**config.mk**
```make
export PLATFORM = sky130hd
export DESIGN_NAME = pattern_tx_engine_flat
export DESIGN_NICKNAME = d
export VERILOG_FILES = /design/src/rtl/ba1533_tx_pkg.sv /design/src/rtl/pattern_tx_engine_if.sv /design/src/rtl/pattern_regs.sv /design/src/rtl/pattern_tx_engine.sv /design/src/flat_wrapper.sv
export SDC_FILE = /design/constraint.sdc
export NUM_CORES = 1
export LEC_CHECK = 0
export CORE_MARGIN = 3
export CORE_UTILIZATION = 25
export CTS_BUF_LIST = sky130_fd_sc_hd__clkbuf_4 sky130_fd_sc_hd__clkbuf_8
export CTS_CLUSTER_DIAMETER = 100
export DETAILED_ROUTE_END_ITERATION = 7
export HOLD_SLACK_MARGIN = 0.03
export PLACE_DENSITY = 0.41
export SLEW_MARGIN = 10
export SYNTH_ARGS = -nofsm -noshare
export SYNTH_HDL_FRONTEND = slang
export SYNTH_SLANG_ARGS = --single-unit
```
**constraint.sdc**
```tcl
create_clock -name clk -period 10.2 [get_ports clk]
set_input_delay 2.55 -clock clk [delete_from_list [all_inputs] [get_ports clk]]
set_output_delay 2.55 -clock clk [all_outputs]
set_load 0.02 [all_outputs]
```
**src/rtl/ba1533_tx_pkg.sv**
```systemverilog
// rtl/ba1533_tx_pkg.sv - shared state encoding, reset pattern and bit-order helper
package ba1533_tx_pkg;

  typedef enum logic [1:0] {
    ST_IDLE = 2'd0,
    ST_SEND = 2'd1,
    ST_DONE = 2'd2
  } tx_state_e;

  localparam logic [7:0] RESET_PATTERN = 8'hA5;

  // Position of serial step k (0..7) inside a byte; MSB-first walks 7 down to 0.
  function automatic logic [2:0] bit_in_byte(input logic [2:0] k, input logic msb_first);
    return msb_first ? ~k : k;
  endfunction

endpackage

```
**src/rtl/pattern_tx_engine_if.sv**
```systemverilog
// rtl/pattern_tx_engine_if.sv - shadow pattern write / commit bus
interface pattern_tx_engine_if #(
  parameter int AW = 2
) ();

  logic          wr_valid;
  logic [AW-1:0] wr_addr;
  logic [7:0]    wr_data;
  logic          commit;

  modport master (output wr_valid, output wr_addr, output wr_data, output commit);
  modport slave  (input  wr_valid, input  wr_addr, input  wr_data, input  commit);

endinterface

```
**src/rtl/pattern_regs.sv**
```systemverilog
// rtl/pattern_regs.sv - shadow/active pattern bank with commit-pending logic
module pattern_regs
  import ba1533_tx_pkg::*;
#(
  parameter int DATA_BYTES = 4
) (
  input  logic                    clk,
  input  logic                    rst,
  pattern_tx_engine_if.slave      wr,
  input  logic                    load_ok_i,
  output logic [8*DATA_BYTES-1:0] pattern_nxt_o
);

  logic [8*DATA_BYTES-1:0] shadow_q, shadow_d;
  logic [8*DATA_BYTES-1:0] active_q, active_d;
  logic                    pending_q, pending_d;
  logic                    load;

  // Out-of-range addresses simply match no byte lane.
  always_comb begin
    shadow_d = shadow_q;
    for (int i = 0; i < DATA_BYTES; i++) begin
      if (wr.wr_valid && (32'(wr.wr_addr) == i)) begin
        shadow_d[i*8 +: 8] = wr.wr_data;
      end
    end
  end

  // Load sees the same-cycle write and commit, so a commit on the last bit
  // already applies to the frame that starts on this edge.
  assign load      = (pending_q | wr.commit) & load_ok_i;
  assign pending_d = load ? 1'b0 : (pending_q | wr.commit);
  assign active_d  = load ? shadow_d : active_q;

  assign pattern_nxt_o = active_d;

  always_ff @(posedge clk or posedge rst) begin
    if (rst) begin
      shadow_q  <= {DATA_BYTES{RESET_PATTERN}};
      active_q  <= {DATA_BYTES{RESET_PATTERN}};
      pending_q <= 1'b0;
    end else begin
      shadow_q  <= shadow_d;
      active_q  <= active_d;
      pending_q <= pending_d;
    end
  end

endmodule

```
**src/rtl/pattern_tx_engine.sv**
```systemverilog
// rtl/pattern_tx_engine.sv - serial pattern transmitter with continuous and burst modes
module pattern_tx_engine
  import ba1533_tx_pkg::*;
#(
  parameter int DATA_BYTES = 4,
  parameter int CNT_W      = 32,
  parameter int MSB_FIRST  = 1
) (
  input  logic             clk,
  input  logic             rst,
  input  logic             enable,
  input  logic             mode,
  input  logic [CNT_W-1:0] burst_frames,
  pattern_tx_engine_if.slave wr,
  output logic             tx_bit_data,
  output logic             frame_start,
  output logic             tx_active,
  output logic             max_tx_flag,
  output logic [CNT_W-1:0] frame_count
);

  localparam int L  = 8 * DATA_BYTES;
  localparam int BW = $clog2(L);

  tx_state_e        state_q;
  logic [BW-1:0]    bit_q;
  logic [CNT_W-1:0] frame_cnt_q, burst_q, frame_cnt_inc;
  logic             mode_q, tx_bit_q, frame_start_q, tx_active_q, max_q;

  logic [L-1:0]     pattern_nxt;
  logic             last_bit, load_ok, start_bit, seq_bit;
  logic [BW-1:0]    next_idx;

  function automatic logic pick(input logic [L-1:0] pat, input logic [BW-1:0] k);
    logic [BW-1:0] pos;
    pos      = k;
    pos[2:0] = bit_in_byte(k[2:0], MSB_FIRST != 0);
    return pat[pos];
  endfunction

  assign last_bit      = (state_q == ST_SEND) && (bit_q == BW'(L - 1));
  assign load_ok       = (state_q == ST_IDLE) || last_bit;
  assign next_idx      = bit_q + 1'b1;
  assign start_bit     = pick(pattern_nxt, '0);
  assign seq_bit       = pick(pattern_nxt, next_idx);
  assign frame_cnt_inc = (&frame_cnt_q) ? frame_cnt_q : frame_cnt_q + 1'b1;

  pattern_regs #(.DATA_BYTES(DATA_BYTES)) u_regs (
    .clk           (clk),
    .rst           (rst),
    .wr            (wr),
    .load_ok_i     (load_ok),
    .pattern_nxt_o (pattern_nxt)
  );

  always_ff @(posedge clk or posedge rst) begin
    if (rst) begin
      state_q       <= ST_IDLE;
      bit_q         <= '0;
      frame_cnt_q   <= '0;
      burst_q       <= '0;
      mode_q        <= 1'b0;
      tx_bit_q      <= 1'b0;
      frame_start_q <= 1'b0;
      tx_active_q   <= 1'b0;
      max_q         <= 1'b0;
    end else begin
      frame_start_q <= 1'b0;
      case (state_q)
        ST_IDLE: begin
          tx_bit_q    <= 1'b0;
          tx_active_q <= 1'b0;
          max_q       <= 1'b0;
          bit_q       <= '0;
          if (enable) begin
            frame_cnt_q <= '0;
            mode_q      <= mode;
            burst_q     <= burst_frames;
            if (mode && (burst_frames == '0)) begin
              state_q <= ST_DONE;
              max_q   <= 1'b1;
            end else begin
              state_q       <= ST_SEND;
              tx_active_q   <= 1'b1;
              tx_bit_q      <= start_bit;
              frame_start_q <= 1'b1;
            end
          end
        end
        ST_SEND: begin
          if (last_bit) begin
            frame_cnt_q <= frame_cnt_inc;
            bit_q       <= '0;
            if (mode_q && (frame_cnt_inc == burst_q)) begin
              state_q     <= ST_DONE;
              tx_bit_q    <= 1'b0;
              tx_active_q <= 1'b0;
              max_q       <= 1'b1;
            end else if (!enable) begin
              state_q     <= ST_IDLE;
              tx_bit_q    <= 1'b0;
              tx_active_q <= 1'b0;
            end else begin
              tx_bit_q      <= start_bit;
              frame_start_q <= 1'b1;
            end
          end else begin
            bit_q    <= next_idx;
            tx_bit_q <= seq_bit;
          end
        end
        ST_DONE: begin
          tx_bit_q    <= 1'b0;
          tx_active_q <= 1'b0;
          if (!enable) begin
            state_q <= ST_IDLE;
            max_q   <= 1'b0;
          end
        end
        default: state_q <= ST_IDLE;
      endcase
    end
  end

  assign tx_bit_data = tx_bit_q;
  assign frame_start = frame_start_q;
  assign tx_active   = tx_active_q;
  assign max_tx_flag = max_q;
  assign frame_count = frame_cnt_q;

endmodule

```
**src/flat_wrapper.sv**
```systemverilog
// flat-port wrapper written by rule: the top's interface ports become plain ports
module pattern_tx_engine_flat import ba1533_tx_pkg::*;
#(
  parameter int DATA_BYTES = 4,
  parameter int CNT_W      = 32,
  parameter int MSB_FIRST  = 1
)
  (clk, rst, enable, mode, burst_frames, tx_bit_data, frame_start, tx_active, max_tx_flag, frame_count, wr_wr_valid, wr_wr_addr, wr_wr_data, wr_commit);
  pattern_tx_engine_if #(.AW(2)) wr_i ();
  input  logic clk;
  input  logic rst;
  input  logic enable;
  input  logic mode;
  input  logic [CNT_W-1:0] burst_frames;
  output logic tx_bit_data;
  output logic frame_start;
  output logic tx_active;
  output logic max_tx_flag;
  output logic [CNT_W-1:0] frame_count;
  input wire logic [$bits(wr_i.wr_valid)-1:0] wr_wr_valid;
  input wire logic [$bits(wr_i.wr_addr)-1:0] wr_wr_addr;
  input wire logic [$bits(wr_i.wr_data)-1:0] wr_wr_data;
  input wire logic [$bits(wr_i.commit)-1:0] wr_commit;
  assign wr_i.wr_valid = wr_wr_valid;
  assign wr_i.wr_addr = wr_wr_addr;
  assign wr_i.wr_data = wr_wr_data;
  assign wr_i.commit = wr_commit;
  pattern_tx_engine #(.DATA_BYTES(DATA_BYTES), .CNT_W(CNT_W), .MSB_FIRST(MSB_FIRST)) u_core (.clk(clk), .rst(rst), .enable(enable), .mode(mode), .burst_frames(burst_frames), .wr(wr_i), .tx_bit_data(tx_bit_data), .frame_start(frame_start), .tx_active(tx_active), .max_tx_flag(max_tx_flag), .frame_count(frame_count));
endmodule
```
# [Word-level counts from Yosys, hierarchy flattened]
# Cells that the tools add are included.
[totals] register_bits=141 in_bits=48 out_inout_bits=36 word_cells=90
[op_classes] addsub=2 magnitude_cmp=1 eq_ne=12 muxes=41 bitwise=3 n_reduce_logical=19
[ops] op="$mux W32" count=4
[ops] op="$pmux W32 S2" count=1
[ops] op="$add A32 B1 Y32 const B" count=1
[ops] op="$eq A32 B32 Y1" count=1
[ops] op="$logic_not A32 Y1" count=1
[ops] op="$mux W8" count=4
[ops] op="$reduce_and A32 Y1" count=1
[ops] op="$mux W1" count=19
[ops] op="$mux W2" count=5
[ops] op="$pmux W5 S2" count=1
[ops] op="$pmux W1 S3" count=3
[ops] op="$logic_and A1 B1 Y1" count=7
[ops] op="$eq A2 B2 Y1 const B" count=3
[ops] op="$lt A5 B6 Y1 const B" count=1
[ops] op="$ne A2 B2 Y1 const B" count=3
[ops] op="$pmux W2 S3" count=1
[ops] op="$reduce_and A3 Y1" count=2
[ops] op="$add A5 B1 Y5 const B" count=1
[ops] op="$bmux W1 S5" count=1
[ops] op="$eq A5 B5 Y1 const B" count=1
[ops] op="$mux W5" count=1
[ops] op="$eq A2 B1 Y1 const B" count=2
[ops] op="$logic_not A2 Y1" count=2
[ops] op="$reduce_and A2 Y1" count=2
[ops] op="10 further kinds" count=10

# [Depth between registers and ports, before layout]
[logic_depth] word_depth=9 depth_mapped=14 ltp_nobuf=13

# [Modules after synthesis]
# From an unflattened synthesis, not the netlist that was laid out.
[hier_totals] hier_cells=738 hier_area_um2=7805.0
[modules_own_cells] mod="pattern_tx_engine" n_inst=1 cells_each=570 area_per_inst_um2=5317.6 seq_area_each_um2=1901.8
[modules_own_cells] mod="pattern_regs" n_inst=1 cells_each=168 area_per_inst_um2=2487.4 seq_area_each_um2=1666.6

# [Worst setup path after synthesis]
# No wires, ideal clock.
[synth_timing] path_kind="input port to flip-flop" startpoint="input port wr_commit" endpoint="register u_core.tx_bit_q, in the netlist u_core.tx_bit_data" setup_time_ns=0.123 arrival_time_ns=4.813 t_required_ns=10.077 slack_ns=5.263 path_stages=11 n_path_buf=2 cell_sequence="nor2_1 -> nor2_1 -> clkbuf_1 -> buf_1 -> a21oi_1 -> mux4_2 -> nor2_1 -> nor2_1 -> mux4_2 -> a21oi_1 -> a21oi_1"
[synth_between] elab_chain_cells=7 elab_cells_between_ends=11 classes_between="mux (9); bitwise (2)"
[synth_lines] item="from (decl)" line_no="flat_wrapper.sv:23" rtl="input wire logic [$bits(wr_i.commit)-1:0] wr_commit;"
[synth_lines] item="$or A1 B1 Y1" line_no="pattern_regs.sv:31" rtl="assign load = (pending_q | wr.commit) & load_ok_i;"
[synth_lines] item="$and A1 B1 Y1" line_no="pattern_regs.sv:31"
[synth_lines] item="$mux W32" line_no="pattern_regs.sv:33" rtl="assign active_d = load ? shadow_d : active_q;"
[synth_lines] item="via u_core.pattern_nxt[5]" line_no="pattern_tx_engine.sv:30" rtl="logic [L-1:0] pattern_nxt;"
[synth_lines] item="$bmux W1 S5" line_no="pattern_tx_engine.sv:38" rtl="return pat[pos];"
[synth_lines] item="$mux W1 (not written as such)" line_no="pattern_tx_engine.sv:38"
[synth_lines] item="$mux W1" line_no="pattern_tx_engine.sv:91" rtl="if (last_bit) begin"
[synth_lines] item="$pmux W1 S3" line_no="pattern_tx_engine.sv:69" rtl="case (state_q)"
[synth_lines] item="to (signal assigned)" line_no="pattern_tx_engine.sv:85" rtl="tx_bit_q <= start_bit;"
[synth_lines] item="to (signal assigned)" line_no="pattern_tx_engine.sv:104" rtl="tx_bit_q <= start_bit;"
[synth_lines] item="to (signal assigned)" line_no="pattern_tx_engine.sv:109" rtl="tx_bit_q <= seq_bit;"
[synth_lines] item="to (decl)" line_no="pattern_tx_engine.sv:28" rtl="logic mode_q, tx_bit_q, frame_start_q, tx_active_q, max_q;"
# The timed path passes the listed nets, and every way through them passes these cells. The select of a mux whose other input is x is not followed.
# A chain may end at the register's enable or synchronous reset.

# [Worst setup path after layout]
[layout_timing] startpoint="input port wr_wr_addr[0]" endpoint="register u_core.tx_bit_q, in the netlist u_core.tx_bit_data"
[layout_between] elab_chain_cells=8 elab_cells_between_ends=21 classes_between="eq/ne (3); mux (13); reduce/logical (5)"
[layout_lines] item="from (decl)" line_no="flat_wrapper.sv:21" rtl="input wire logic [$bits(wr_i.wr_addr)-1:0] wr_wr_addr;"
[layout_lines] item="$eq A2 B2 Y1" line_no="pattern_regs.sv:23" rtl="if (wr.wr_valid && (32'(wr.wr_addr) == i)) begin"
[layout_lines] item="$logic_and A1 B1 Y1" line_no="pattern_regs.sv:23"
[layout_lines] item="$mux W8" line_no="pattern_regs.sv:23"
[layout_lines] item="via u_core.u_regs.shadow_d[31]" line_no="pattern_regs.sv:14" rtl="logic [8*DATA_BYTES-1:0] shadow_q, shadow_d;"
[layout_lines] item="$mux W32" line_no="pattern_regs.sv:33"
[layout_lines] item="via u_core.pattern_nxt[31]" line_no="pattern_tx_engine.sv:30"
[layout_lines] item="$bmux W1 S5" line_no="pattern_tx_engine.sv:38"
[layout_lines] item="$mux W1 (not written as such)" line_no="pattern_tx_engine.sv:38"
[layout_lines] item="$mux W1" line_no="pattern_tx_engine.sv:91"
[layout_lines] item="$pmux W1 S3" line_no="pattern_tx_engine.sv:69"
# The timed path passes the listed nets, and every way through them passes these cells. The select of a mux whose other input is x is not followed.

==> flow_summary.toml <==
[timing]
setup_viol_count_final = 0
maxSlewViolCount = 0
slew-limit-headroom_pct = 36.88
tns_ps = 0
rsz0062_at_grt = "false"
fmax_ghz = 0.1938
finClkSkew_ps = 25.01
fin_crit_sh_pct = 50.58
hold_viol = 0
finalCriticalPeriod_ps = 5159
timing.hold.ws_ps = 492.3
fin_ws_ps = 5041
worst_slew_pin_slew_ps = 938.1

[final_layout]
drive_gt1_share_pct = 21.48
final_nets = 880
syn_to_final_growth_pct = 21.00
final_cell_area_um2 = 9465
diodes = 0

[global_routing]
grt_pass1_vias = 5985
antenna_found_initial = 0
grt_usage_pct = 14.49
grt_overflow = 0
grt_max_degree = 92
grt_pass1_wl_mm = 37.29

[placed_design]
place.gp.congestion = 0.8673
dpl.hpwl_mm = 17.29
port_buffers = 83
dpl_worst_slack_ps = 4546
place_area_um2 = 9042

[clocking]
cts_root_buf = "clkbuf_8"
ctsHoldBuffers = 0
path_clk_slew_ps = 120
htreeDepth = 4
postCtsSetupRepairBufs = 0
clock_sinks = 141
cts_buffers = 17
cts_tree = "done"
worstSkewPairLatency_ps = 470
cts-resized-gates = 0
clockBufferDepth = 2

[synthesis]
async_reset_ff_share_pct = 100.0
synth_edf_count = 0
yosysSeqAreaShare_pct = 45.62
ys.flop_type = "dfrtp_1"
syn_nets = 814
synth_seq_cells = 141
avgSynthCellArea_um2 = 10.31
synth.distinct_cells = 70
netlist_area_um2 = 7823
syn_inst = 759
ys_warn_count = 0

[setup_path]
r2r_slack_ps = 5610
path_max_fanout = 8
worstPathArrival_ps = 5500
crit_path_end_kind = "flop"
critical_path_class = "input pin to flop"
required_ps = 10540
cp-start-kind = "input pin"

[min_path]
min_path_type = "flop to flop"

[route]
remaining_drc_errors = 0
via_count = 6139
wl_per_cell_um = 19.51
ant_nets = 0
drt_pre_antenna_iters = 4
wl_mm = 24.07
first_iter_violations = 387
viasPerCell = 4.975

[pwr]
netSwitchingPower_mw = 0.7690
clockPowerShare_pct = 23.4
combPwrFrac_pct = 35.2
switching_share_pct = 37.57
ir_drop_uv = 85.67
internal_power_mw = 1.278
powerDensity_nw_per_um2 = 216.2
seq_power_share_pct = 41.3
leakage_nw = 3.642

[die]
design.core.area_um2 = 30750
fp.dieArea_um2 = 33450
num_rows = 64
die_y_um = 182.9
ios = 84
dieWidth_um = 182.9
start_util_pct = 25.44

[run]
maxCapViolCount = 0

[run_status]
status = "finished clean"
## kinds of logic after synthesis
| family | after synthesis | synth area share (%) |
|---|---|---|
| compound gates | 145 | 12.22 |
| xor+xnor | 47 | 5.438 |
| fa+ha+maj | 7 | 1.120 |
| buf+inv | 65 | 3.391 |
| flops | 141 | 45.62 |
| mux | 98 | 14.36 |
| simple gates | 256 | 17.85 |
## Yosys cell counts (all sizes together), types with 2 or more instances
cell type | count | area share (%)
mux2i | 11 | 1.4
inv | 22 | 1.1
o211ai | 4 | 0.51
nor2 | 47 | 2.4
dfstp | 32 | 11
dfrtp | 109 | 35
nor3 | 9 | 0.58
a32o | 2 | 0.26
nor3b | 5 | 0.48
nor2b | 6 | 0.48
xor2 | 18 | 2.0
buf | 17 | 1.1
nand4 | 23 | 2.3
mux4 | 3 | 0.86
nand3b | 2 | 0.19
a21oi | 27 | 1.7
mux2 | 84 | 12
nand2b | 5 | 0.40
xnor2 | 28 | 3.1
a21o | 3 | 0.29
or3 | 5 | 0.53
nor4 | 22 | 2.1
and4 | 4 | 0.46
and3 | 11 | 0.88
a211oi | 9 | 0.86
o21a | 2 | 0.19
o41ai | 2 | 0.22
o31ai | 10 | 0.96
ha | 7 | 1.1
a41o | 2 | 0.26
nand3 | 21 | 1.4
clkbuf | 26 | 1.3
and2 | 11 | 0.88
o21ai | 57 | 3.6
or4 | 6 | 0.62
o2111ai | 3 | 0.34
a22o | 5 | 0.56
nor4b | 2 | 0.42
a31oi | 3 | 0.24
a2111oi | 7 | 1.1
nand2 | 77 | 3.7
## final cells by class
cell class                 count  area (µm²)
timing repair buffer          90       883.3
clock buffer                  17       234.0
inverter                      22       87.58
sequential                   141        3568
multi-input combinational    553        4008
tap                          396       495.5
clock inverter                15       188.9
fill                        3257       21280
## flip-flops by register name, indices dropped and copies added (netlist names), 2 cells and up
| signal | count |
|---|---|
| u_core.u_regs.active_q | 32 |
| u_core.bit_q | 5 |
| u_core.frame_count | 32 |
| u_core.state_q | 2 |
| u_core.u_regs.shadow_q | 32 |
| u_core.burst_q | 32 |
## path summary, 6_finish.rpt
| kind | cells past startpoint | end | startpoint |
|---|---|---|---|
| max | 10 | u_core.tx_bit_data$_DFFE_PP0N_ | wr_wr_addr[0] |
| min | 2 | u_core.u_regs.shadow_q[3]$_DFF_PP0_ | u_core.u_regs.shadow_q[3]$_DFF_PP0_ |
| max reg2reg | 10 | u_core.tx_bit_data$_DFFE_PP0N_ | u_core.frame_count[6]$_DFFE_PP0P_ |
| min reg2reg | 2 | u_core.u_regs.shadow_q[3]$_DFF_PP0_ | u_core.u_regs.shadow_q[3]$_DFF_PP0_ |
| max in group asynchronous | 3 | u_core.u_regs.active_q[27]$_DFF_PP0_ | rst |
| min in group asynchronous | 2 | u_core.frame_count[13]$_DFFE_PP0P_ | rst |
## through the flow
| stage | std cells | utilization [%] | power (mW) |
|---|---|---|---|
| 2_1_floorplan | 759 | - | 1.358 |
| 3_3_place_gp | 1202 | 29.41 | 1.586 |
| 3_5_place_dp | 1202 | 29.41 | 1.593 |
| 4_1_cts | 1234 | 30.78 | 2.084 |
| 5_1_grt | 1234 | 30.78 | 2.191 |
| 6_report | 1234 | 30.78 | 2.047 |
## power by group through the flow
stage | logic (mW) | clock network (mW) | registers (mW)
2_1_floorplan | 0.532 | 0 | 0.826
3_3_place_gp | 0.729 | 0 | 0.857
3_5_place_dp | 0.733 | 0 | 0.860
4_1_cts | 0.736 | 0.498 | 0.849
5_1_grt | 0.800 | 0.523 | 0.868
6_report | 0.721 | 0.479 | 0.846
## routing by layer
| metal | share of wire [%] | global-route usage [%] | vias to the layer above |
|---|---|---|---|
| met4 | 1.7 | 3.778 | 0 |
| met3 | 3.8 | 2.836 | 21 |
| met1 | 47 | 19.79 | 3064 |
| met5 | 0 | 0 | - |
| met2 | 48 | 23.66 | 149 |
| li1 | - | - | 2905 |
## worst max-delay path: stages
cell	delay [ps]
clkdlybuf4s50_1	510
nand3_1	380
mux2_2	420
mux2_2	270
and2_0	150
a2111oi_0	380
nor4_1	100
mux4_2	490
a21oi_1	150
a21oi_1	80
## layout by cell type, fill, tap and decap left out, types with 4 or more instances in the layout
| cell | n |
|---|---|
| or4_1 | 5 |
| xnor2_1 | 28 |
| buf_4 | 7 |
| inv_8 | 5 |
| o31ai_1 | 10 |
| and3_1 | 11 |
| a2111oi_0 | 4 |
| ha_1 | 7 |
| mux2i_1 | 11 |
| clkbuf_8 | 17 |
| nand3_1 | 20 |
| nor3_1 | 7 |
| inv_1 | 21 |
| a22o_1 | 5 |
| o21ai_0 | 55 |
| clkdlybuf4s50_1 | 83 |
| a21oi_1 | 27 |
| nor3b_1 | 5 |
| mux2_2 | 84 |
| nand4_1 | 20 |
| a211oi_1 | 9 |
| nor4_1 | 20 |
| nand2b_1 | 5 |
| dfstp_2 | 32 |
| clkinv_8 | 6 |
| nor2b_1 | 6 |
| nand2_1 | 76 |
| nor2_1 | 45 |
| dfrtp_1 | 109 |
| xor2_1 | 18 |
| and2_1 | 9 |
Note: power is estimated with default switching activity, not from simulation.
